--- src/rtl/instr_types_pkg.sv ---
// instr_types_pkg: shared rename types; physical register tags and free-list sizing.
package instr_types_pkg;
    localparam int NUM_ARCH_REGS = 32;
    localparam int NUM_PHYS_REGS = 64;
    localparam int FREE_LIST_DEPTH = NUM_PHYS_REGS - NUM_ARCH_REGS;
    typedef logic [$clog2(NUM_PHYS_REGS)-1:0] phys_reg_tag_t;
    typedef logic [$clog2(FREE_LIST_DEPTH)-1:0] free_list_ptr_t;
    typedef logic [$clog2(FREE_LIST_DEPTH+1)-1:0] free_count_t;
endpackage

--- src/rtl/phys_reg_free_list_if.sv ---
// phys_reg_free_list_if: rename dequeue handshake plus commit/kill tag return ports.
interface phys_reg_free_list_if;
    import instr_types_pkg::*;
    logic          dequeue_req;
    logic          dequeue_ready;
    phys_reg_tag_t dequeue_phys_reg_tag;
    logic          commit_free_valid;
    phys_reg_tag_t commit_free_phys_reg_tag;
    logic          kill_free_valid;
    phys_reg_tag_t kill_free_phys_reg_tag;
    free_count_t   free_count;
    logic          overflow_error;
    modport master (
        output dequeue_req, commit_free_valid, commit_free_phys_reg_tag,
               kill_free_valid, kill_free_phys_reg_tag,
        input  dequeue_ready, dequeue_phys_reg_tag, free_count, overflow_error
    );
    modport slave (
        input  dequeue_req, commit_free_valid, commit_free_phys_reg_tag,
               kill_free_valid, kill_free_phys_reg_tag,
        output dequeue_ready, dequeue_phys_reg_tag, free_count, overflow_error
    );
endinterface

--- src/rtl/phys_reg_free_list.sv ---
// phys_reg_free_list: circular FIFO of free physical register tags feeding rename.
// Define PHYS_REG_FREE_LIST_BYPASS_EN to let an empty list hand a same-cycle commit tag straight to rename.
module phys_reg_free_list #(
    parameter int NUM_ARCH_REGS   = instr_types_pkg::NUM_ARCH_REGS,
    parameter int NUM_PHYS_REGS   = instr_types_pkg::NUM_PHYS_REGS,
    parameter int FREE_LIST_DEPTH = NUM_PHYS_REGS - NUM_ARCH_REGS
) (
    input logic CLK,
    input logic nRST,
    phys_reg_free_list_if.slave fl
);
    import instr_types_pkg::*;
    localparam int PW = (FREE_LIST_DEPTH > 1) ? $clog2(FREE_LIST_DEPTH) : 1;
    localparam int CW = $clog2(FREE_LIST_DEPTH + 1);
    localparam int TW = $bits(phys_reg_tag_t);

    logic [FREE_LIST_DEPTH-1:0][TW-1:0] entries;
    logic [PW-1:0] head_ptr, tail_ptr, kill_ptr;
    logic [CW-1:0] count, next_count;
    logic [CW:0]   base;
    logic          overflow_error;
    logic          bypass, fire, pop, commit_req, commit_en, kill_en, drop;

    function automatic logic [PW-1:0] ptr_inc(input logic [PW-1:0] p);
        return (p == PW'(FREE_LIST_DEPTH - 1)) ? '0 : p + 1'b1;
    endfunction

    always_comb begin
`ifdef PHYS_REG_FREE_LIST_BYPASS_EN
        bypass = (count == '0) && fl.commit_free_valid;
`else
        bypass = 1'b0;
`endif
        fl.dequeue_ready        = (count != '0) || bypass;
        fl.dequeue_phys_reg_tag = bypass ? fl.commit_free_phys_reg_tag : phys_reg_tag_t'(entries[head_ptr]);
        fire       = fl.dequeue_req && fl.dequeue_ready;
        pop        = fire && !bypass;
        // A bypassed commit tag is consumed directly and never occupies an entry.
        commit_req = fl.commit_free_valid && !(bypass && fire);
        base       = {1'b0, count} - (CW+1)'(pop);
        // Overflow drops the kill write before the commit write.
        commit_en  = commit_req && (int'(base) + 1 <= FREE_LIST_DEPTH);
        kill_en    = fl.kill_free_valid && (int'(base) + int'(commit_req) + 1 <= FREE_LIST_DEPTH);
        drop       = (commit_req && !commit_en) || (fl.kill_free_valid && !kill_en);
        kill_ptr   = commit_en ? ptr_inc(tail_ptr) : tail_ptr;
        next_count = CW'(int'(base) + int'(commit_en) + int'(kill_en));
    end

    always_ff @(posedge CLK or negedge nRST) begin
        if (!nRST) begin
            for (int i = 0; i < FREE_LIST_DEPTH; i++)
                entries[i] <= TW'(NUM_ARCH_REGS + i);
            head_ptr       <= '0;
            tail_ptr       <= '0;
            count          <= CW'(FREE_LIST_DEPTH);
            overflow_error <= 1'b0;
        end else begin
            if (commit_en) entries[tail_ptr] <= fl.commit_free_phys_reg_tag;
            if (kill_en) entries[kill_ptr] <= fl.kill_free_phys_reg_tag;
            head_ptr <= pop ? ptr_inc(head_ptr) : head_ptr;
            tail_ptr <= kill_en ? ptr_inc(kill_ptr) : (commit_en ? ptr_inc(tail_ptr) : tail_ptr);
            count    <= next_count;
            if (drop) overflow_error <= 1'b1;
        end
    end

    assign fl.free_count     = free_count_t'(count);
    assign fl.overflow_error = overflow_error;
endmodule

--- src/flat_wrapper.sv ---
// flat-port wrapper written by rule: the top's interface ports become plain ports
module phys_reg_free_list_flat import instr_types_pkg::*;
#(
    parameter int NUM_ARCH_REGS   = instr_types_pkg::NUM_ARCH_REGS,
    parameter int NUM_PHYS_REGS   = instr_types_pkg::NUM_PHYS_REGS,
    parameter int FREE_LIST_DEPTH = NUM_PHYS_REGS - NUM_ARCH_REGS
)
  (CLK, nRST, fl_dequeue_req, fl_commit_free_valid, fl_commit_free_phys_reg_tag, fl_kill_free_valid, fl_kill_free_phys_reg_tag, fl_dequeue_ready, fl_dequeue_phys_reg_tag, fl_free_count, fl_overflow_error);
  phys_reg_free_list_if fl_i ();
  input logic CLK;
  input logic nRST;
  input wire logic [$bits(fl_i.dequeue_req)-1:0] fl_dequeue_req;
  input wire logic [$bits(fl_i.commit_free_valid)-1:0] fl_commit_free_valid;
  input wire logic [$bits(fl_i.commit_free_phys_reg_tag)-1:0] fl_commit_free_phys_reg_tag;
  input wire logic [$bits(fl_i.kill_free_valid)-1:0] fl_kill_free_valid;
  input wire logic [$bits(fl_i.kill_free_phys_reg_tag)-1:0] fl_kill_free_phys_reg_tag;
  output wire logic [$bits(fl_i.dequeue_ready)-1:0] fl_dequeue_ready;
  output wire logic [$bits(fl_i.dequeue_phys_reg_tag)-1:0] fl_dequeue_phys_reg_tag;
  output wire logic [$bits(fl_i.free_count)-1:0] fl_free_count;
  output wire logic [$bits(fl_i.overflow_error)-1:0] fl_overflow_error;
  assign fl_i.dequeue_req = fl_dequeue_req;
  assign fl_i.commit_free_valid = fl_commit_free_valid;
  assign fl_i.commit_free_phys_reg_tag = fl_commit_free_phys_reg_tag;
  assign fl_i.kill_free_valid = fl_kill_free_valid;
  assign fl_i.kill_free_phys_reg_tag = fl_kill_free_phys_reg_tag;
  assign fl_dequeue_ready = fl_i.dequeue_ready;
  assign fl_dequeue_phys_reg_tag = fl_i.dequeue_phys_reg_tag;
  assign fl_free_count = fl_i.free_count;
  assign fl_overflow_error = fl_i.overflow_error;
  phys_reg_free_list #(.NUM_ARCH_REGS(NUM_ARCH_REGS), .NUM_PHYS_REGS(NUM_PHYS_REGS), .FREE_LIST_DEPTH(FREE_LIST_DEPTH)) u_core (.CLK(CLK), .nRST(nRST), .fl(fl_i));
endmodule
--- config.mk ---
export PLATFORM = sky130hd
export DESIGN_NAME = phys_reg_free_list_flat
export DESIGN_NICKNAME = d
export VERILOG_FILES = /design/src/rtl/instr_types_pkg.sv /design/src/rtl/phys_reg_free_list_if.sv /design/src/rtl/phys_reg_free_list.sv /design/src/flat_wrapper.sv
export SDC_FILE = /design/constraint.sdc
export NUM_CORES = 1
export LEC_CHECK = 0
export CORE_MARGIN = 4
export CORE_UTILIZATION = 45
export CTS_CLUSTER_DIAMETER = 30
export DETAILED_ROUTE_END_ITERATION = 8
export MAX_ROUTING_LAYER = met4
export PLACE_DENSITY_LB_ADDON = 0.2
export SYNTH_ARGS = -nofsm -noshare
export SYNTH_HDL_FRONTEND = slang
export SYNTH_SLANG_ARGS = --single-unit
--- constraint.sdc ---
create_clock -name CLK -period 6.5 [get_ports CLK]
set_input_delay 0.65 -clock CLK [delete_from_list [all_inputs] [get_ports CLK]]
set_output_delay 0.65 -clock CLK [all_outputs]
set_load 0.02 [all_outputs]
== Word level (Yosys, flattened, before mapping) ==
Index checks and enable logic that the tools add are counted.
Storage, ports and cells
  memories kept: 0
  logic and storage cells: 81
  bits of input ports: 17
  bits in latches: 0
  register bits: 209
  bits in read-only memories: 0
  memory bits (writable): 0
  output and inout port bits: 14
Operators by class
  reduce and logical (&&, ||, !) cells: 11
  multipliers: 0
  multiplexer cells: 15
  add/sub/neg operators: 9
  bitwise gates (word level): 0
  shift-type cells: 0
  order comparisons: 7
  div/mod/pow operators: 0
  equality and inequality tests: 3
Operator list (number)
  192-bit bitwise mux: 2
  192-bit 2-to-1 mux: 2
  32-bit by 7-bit less-or-equal comparator with 1-bit output (second input constant): 2
  6-bit demux with 5-bit select: 2
  32-bit by 2-bit adder with 32-bit output (second input constant): 1
  6-bit binary-select mux with 5-bit select: 1
  5-bit 2-to-1 mux: 5
  5-bit by 6-bit less-than comparator with 1-bit output (second input constant): 3
  6-bit 2-to-1 mux: 3
  5-bit by 1-bit adder with 5-bit output (second input constant): 3
  5-bit equality test (second input constant): 3
  5-bit by 1-bit greater-or-equal comparator with 1-bit output (second input constant): 2
  7-bit by 1-bit adder with 8-bit output: 1
  7-bit by 1-bit adder with 8-bit output (second input constant): 1
  1-bit logical AND: 7
  6-bit by 1-bit subtractor with 7-bit output: 1
  6-bit by 1-bit adder with 6-bit output: 1
  6-bit by 2-bit adder with 6-bit output: 1
  6-bit nonzero test: 1
  1-bit logical NOT: 2
  1-bit logical OR: 1

== Longest topological paths before layout ==
  depth after elaboration: 13
  depth in mapped cells: 21
  depth with buffers taken out: 19

== Worst setup path before layout ==
OpenSTA, ideal clock, no wires.
  path kind: reg2reg
  start point: register u_core.count[3], in the netlist u_core.fl.free_count[3]
  end point: register u_core.entries[164] in the netlist's numbering
  library setup time: 125 ps
  required time: 6375 ps
  slack: 1115 ps
  stages on the path, launching flop included: 20
  data arrival time: 5260 ps
  cell sequence: dfrtp_1 or3_1 or4_1 nand2_1 inv_1 ha_1 ha_1 nor2b_1 buf_2 or3_1 a31oi_2 mux2i_1 inv_1 ha_1 nand3_1 nor4_1 a41oi_4 or3b_1 buf_2 mux2_2
On the way
  word-level cells in the longest chain between the ends: 13
Ends and longest elaborated chain
  start: declaration: line phys_reg_free_list.sv:19  | logic [CW-1:0] count, next_count;
  start signal: assignment: line phys_reg_free_list.sv:55  | count <= CW'(FREE_LIST_DEPTH);
  start signal: assignment: line phys_reg_free_list.sv:62  | count <= next_count;
  6-bit nonzero test *: line phys_reg_free_list.sv:34  | fl.dequeue_ready = (count != '0) || bypass;
  net fl_dequeue_ready: line flat_wrapper.sv:17  | output wire logic [$bits(fl_i.dequeue_ready)-1:0] fl_dequeue_ready;
  1-bit logical AND *: line phys_reg_free_list.sv:36  | fire = fl.dequeue_req && fl.dequeue_ready;
  net u_core.fire: line phys_reg_free_list.sv:22  | logic bypass, fire, pop, commit_req, commit_en, kill_en, drop;
  6-bit by 1-bit subtractor with 7-bit output *: line phys_reg_free_list.sv:40  | base = {1'b0, count} - (CW+1)'(pop);
  7-bit by 1-bit adder with 8-bit output: line phys_reg_free_list.sv:42  | commit_en = commit_req && (int'(base) + 1 <= FREE_LIST_DEPTH);
  32-bit by 7-bit less-or-equal comparator with 1-bit output: line phys_reg_free_list.sv:42
  1-bit logical AND: line phys_reg_free_list.sv:42
  5-bit 2-to-1 mux: line phys_reg_free_list.sv:45  | kill_ptr = commit_en ? ptr_inc(tail_ptr) : tail_ptr;
  5-bit by 6-bit less-than comparator with 1-bit output (not written as such) / 5-bit by 1-bit greater-or-equal comparator with 1-bit output (equally long branches): line phys_reg_free_list.sv:59  | if (kill_en) entries[kill_ptr] <= fl.kill_free_phys_reg_tag;
  1-bit logical AND (not written as such): line phys_reg_free_list.sv:59
  6-bit 2-to-1 mux (not written as such): line phys_reg_free_list.sv:59
  6-bit demux with 5-bit select
  192-bit bitwise mux: line phys_reg_free_list.sv:59
  192-bit 2-to-1 mux *: line phys_reg_free_list.sv:59
  end signal: indexed assignment: line phys_reg_free_list.sv:52  | entries[i] <= TW'(NUM_ARCH_REGS + i);
  end signal: indexed assignment: line phys_reg_free_list.sv:58  | if (commit_en) entries[tail_ptr] <= fl.commit_free_phys_reg_tag;
  end signal: indexed assignment: line phys_reg_free_list.sv:59
  end: declaration: line phys_reg_free_list.sv:17  | logic [FREE_LIST_DEPTH-1:0][TW-1:0] entries;
Mark *: on every way through the listed nets, which the timed path passes. The rest lies on a longest branch.
A chain may end at the register's enable or synchronous reset.

== Final worst setup path ==
  start point: register u_core.count[3], in the netlist u_core.fl.free_count[3]
  end point: register u_core.entries[152] in the netlist's numbering
On the way
  word-level cells in the longest chain between the ends: 13
Ends and longest elaborated chain (line)
  6-bit nonzero test *: phys_reg_free_list.sv:34
  1-bit logical AND *: phys_reg_free_list.sv:36
  net u_core.fire: phys_reg_free_list.sv:22
  6-bit by 1-bit subtractor with 7-bit output *: phys_reg_free_list.sv:40
  7-bit by 1-bit adder with 8-bit output: phys_reg_free_list.sv:42
  32-bit by 7-bit less-or-equal comparator with 1-bit output: phys_reg_free_list.sv:42
  1-bit logical AND: phys_reg_free_list.sv:42
  5-bit 2-to-1 mux: phys_reg_free_list.sv:45
  5-bit by 6-bit less-than comparator with 1-bit output (not written as such) / 5-bit by 1-bit greater-or-equal comparator with 1-bit output (equally long branches): phys_reg_free_list.sv:59
  1-bit logical AND (not written as such): phys_reg_free_list.sv:59
  6-bit 2-to-1 mux (not written as such): phys_reg_free_list.sv:59
  6-bit demux with 5-bit select
  192-bit bitwise mux: phys_reg_free_list.sv:59
  192-bit 2-to-1 mux *: phys_reg_free_list.sv:59
Marked as above.

==> run metrics <==
status finished clean; Placed Instances 1,343; hold_buf cts 0; clock power share 35.9%; crit-path max FO 10; I/O Buffers 30; clock sinks 209; Synth async-reset ratio 100%; drt pass-1 iters 5; synth top area cells mux2_2 28%, dfstp_2 22%, dfrtp_1 18%; clock-pin transition on the worst setup and hold timing paths 0.04 ns; most frequent cells after synthesis 341 x mux2_2, 113 x dfstp_2, 96 x dfrtp_1; n_diodes 0; area leader, netlist mux2_2; core area 0.0296 mm^2; post-synth top area share 28.5%; clock root buffer master clkbuf_16; final setup fails 0; first-pass GRT wire length 56,800 um; layer with the highest usage met2; Die Y 181 um; initial antenna violation count 0; Initial Util 45.5%; Overflow after GRT 0; die area 0.0328 mm^2; top_reg_cell synth dfstp_2; Reg power frac 28.3%; via/cell ratio 5.94; Worst EP required 6.94 ns; Mean Syn Cell Area 13.7 um^2; CP Launch Point u_core.fl.free_count[3]$_DFF_PN0_; syn_nets 1,023; drt initial violations 637; Power Dens Cells 526 mW/mm^2; Slew @ Worst Pin 1.11 ns; WS Path Type flip-flop to flip-flop; P_int 5.74 mW; Slew Viols, Final 0; Setup Skew 0.0134 ns; Post-CTS Setup Bufs 0; CP Capture Type flip-flop; Seq/Total Area, Yosys 39.8%; Post-synth EDFFs 0; Final Cycle Share 87.3%; Clk Latency, worst-skew pair 0.57 ns; drt total wl 36,000 um; reg2reg start u_core.fl.free_count[3]$_DFF_PN0_; Final HPWL DP 22,700 um; VDD IR max 0.453 mV; post-cts resize count 0; Tmin final 5.68 ns; Cells after Synth 988; vias in the first global route 9,123; R2R cell count 17; row cnt 63; routed length per placed instance 24.7 um; met2 GRT Util 35.2%; unrepaired setup endpoints after global routing no; Syn-to-layout area delta 19.6%; share of cells above drive strength 1 64.1%; Yosys reg bits 209; Comb power frac 35.7%; I/O pin cnt 31; Total Routing Usage GR 22.8%; hold slack 0.193 ns; gp weighted congestion 0.854; post-place instance area 0.0140 mm^2; CP Launch Type flip-flop; NetSw 2.76 mW; Horiz. Die Dim 181 um; Post-layout nets 1,051; worst hold path class primary input to async pin; Synth cell types 61; Max-cap violations 0; met3 usage 4.03%; Rel. slew slack 26.2%; final cell count without fillers 1,456; met1 Use GR 31.5%; CTS max path bufs 3; Arrival @ worst endpoint 6.12 ns; Post-Route Setup TNS 0 ns; warnings from Yosys 0; CTS Buf Count 61; count of final hold-check violations 0; largest net degree at the start of global routing 95; sw frac 32.4%; htree depth 2; Antenna Nets Post-Route 0; dominant cell by count in the synthesized netlist mux2_2; TritonCTS clock tree yes; Leakage 6.82 nW; Fmax achieved 176 MHz; fin area 0.0161 mm^2; total power draw 8.49 mW; Cell Area, Synth 0.0135 mm^2; Vias 8,651; Residual DRC 0
-- metrics by stage --
step / setup WS (ns) / util [%]
floorplan: 1.12 / -
global placement: 1.01 / 47.3
detailed placement: 0.845 / 47.3
CTS: 0.820 / 54.5
global route: 0.338 / 54.5
finish: 0.823 / 54.5
-- layout make-up --
| class | instances | area (um^2) |
|---|---|---|
| Timing Repair Buffer | 43 | 377 |
| Fill cell | 2525 | 13500 |
| Clock inverter | 23 | 375 |
| Tap cell | 390 | 488 |
| Multi-Input combinational cell | 686 | 7710 |
| Inverter | 15 | 61.3 |
| Clock buffer | 90 | 1760 |
| Sequential cell | 209 | 5380 |
-- registers in the layout (all words and copies together) (netlist names) --
| signal | cells |
|---|---|
| u_core.fl.overflow_error | 1 |
| u_core.tail_ptr | 5 |
| u_core.head_ptr | 5 |
| u_core.entries | 192 |
| u_core.fl.free_count | 6 |
-- per-layer routing --
layer | up-vias | part of all wire (%)
met5 | - | 0
met4 | 0 | 2.1
li1 | 3834 | -
met1 | 4501 | 46
met2 | 246 | 47
met3 | 70 | 5.1
-- layout by cell type, fill, tap and decap left out, drive strengths merged, types with 6 or more instances in the layout --
cell,Yosys,layout
clkdlybuf4s50,0,24
inv,15,17
nor3,30,30
nand2,25,25
nor4,8,8
or3b,8,8
buf,22,18
mux4,60,60
o21ai,9,9
mux2,392,392
ha,17,17
nand2b,7,7
dfstp,113,113
nor2,14,14
xnor2,8,8
nor2b,11,11
clkbuf,56,91
dfrtp,96,96
bufinv,0,9
clkinv,0,10
nand4,6,6
a31oi,10,10
nand3,36,36
-- logic make-up (layout without fill, tap and decap cells) --
kind of cell,count (synthesis),count (layout),share of synthesized area [%]
buf+inv,93,171,3.06
simple gates,162,162,8.29
flops,209,209,39.8
mux,455,455,43.1
fa+ha+maj,18,18,1.72
xor+xnor,9,9,0.584
compound gates,42,42,3.43
-- worst max-delay path, cell delays in order (launching register included) --
cell     delay, ns
dfrtp_1       0.44
or3_1         0.46
or4_1         0.45
nand2_1       0.25
inv_1         0.11
ha_1          0.23
ha_1          0.25
nor2b_1       0.23
or3_1         0.48
a31oi_2       0.37
mux2i_1       0.24
inv_1         0.14
ha_1          0.29
nand3_1       0.11
nor4_1        0.45
a41oi_4       0.15
or3b_1        0.58
mux2_2        0.32
-- final timing paths --
kind | to | slack, ns
worst max-delay path | u_core.entries[152]$_DFF_PN0_ | 0.82
worst min-delay path | u_core.entries[62]$_DFF_PN0_ | 0.19
worst max register to register | u_core.entries[152]$_DFF_PN0_ | 0.82
worst min register to register | u_core.fl.overflow_error$_DFFE_PN0P_ | 0.54
max in group asynchronous | u_core.head_ptr[0]$_DFFE_PN0P_ | 4.91
min in group CLK | u_core.fl.overflow_error$_DFFE_PN0P_ | 0.54
-- power groups by stage --
stage,sequential (mW),combinational [mW],clock [mW]
floorplan,2.19,2.39,0
global placement,2.39,2.98,0
detailed placement,2.41,3.03,0
global route,2.47,3.26,3.18
finish,2.41,3.03,3.05
CTS,2.40,3.05,3.10
Power figures use the tool's default switching activity.
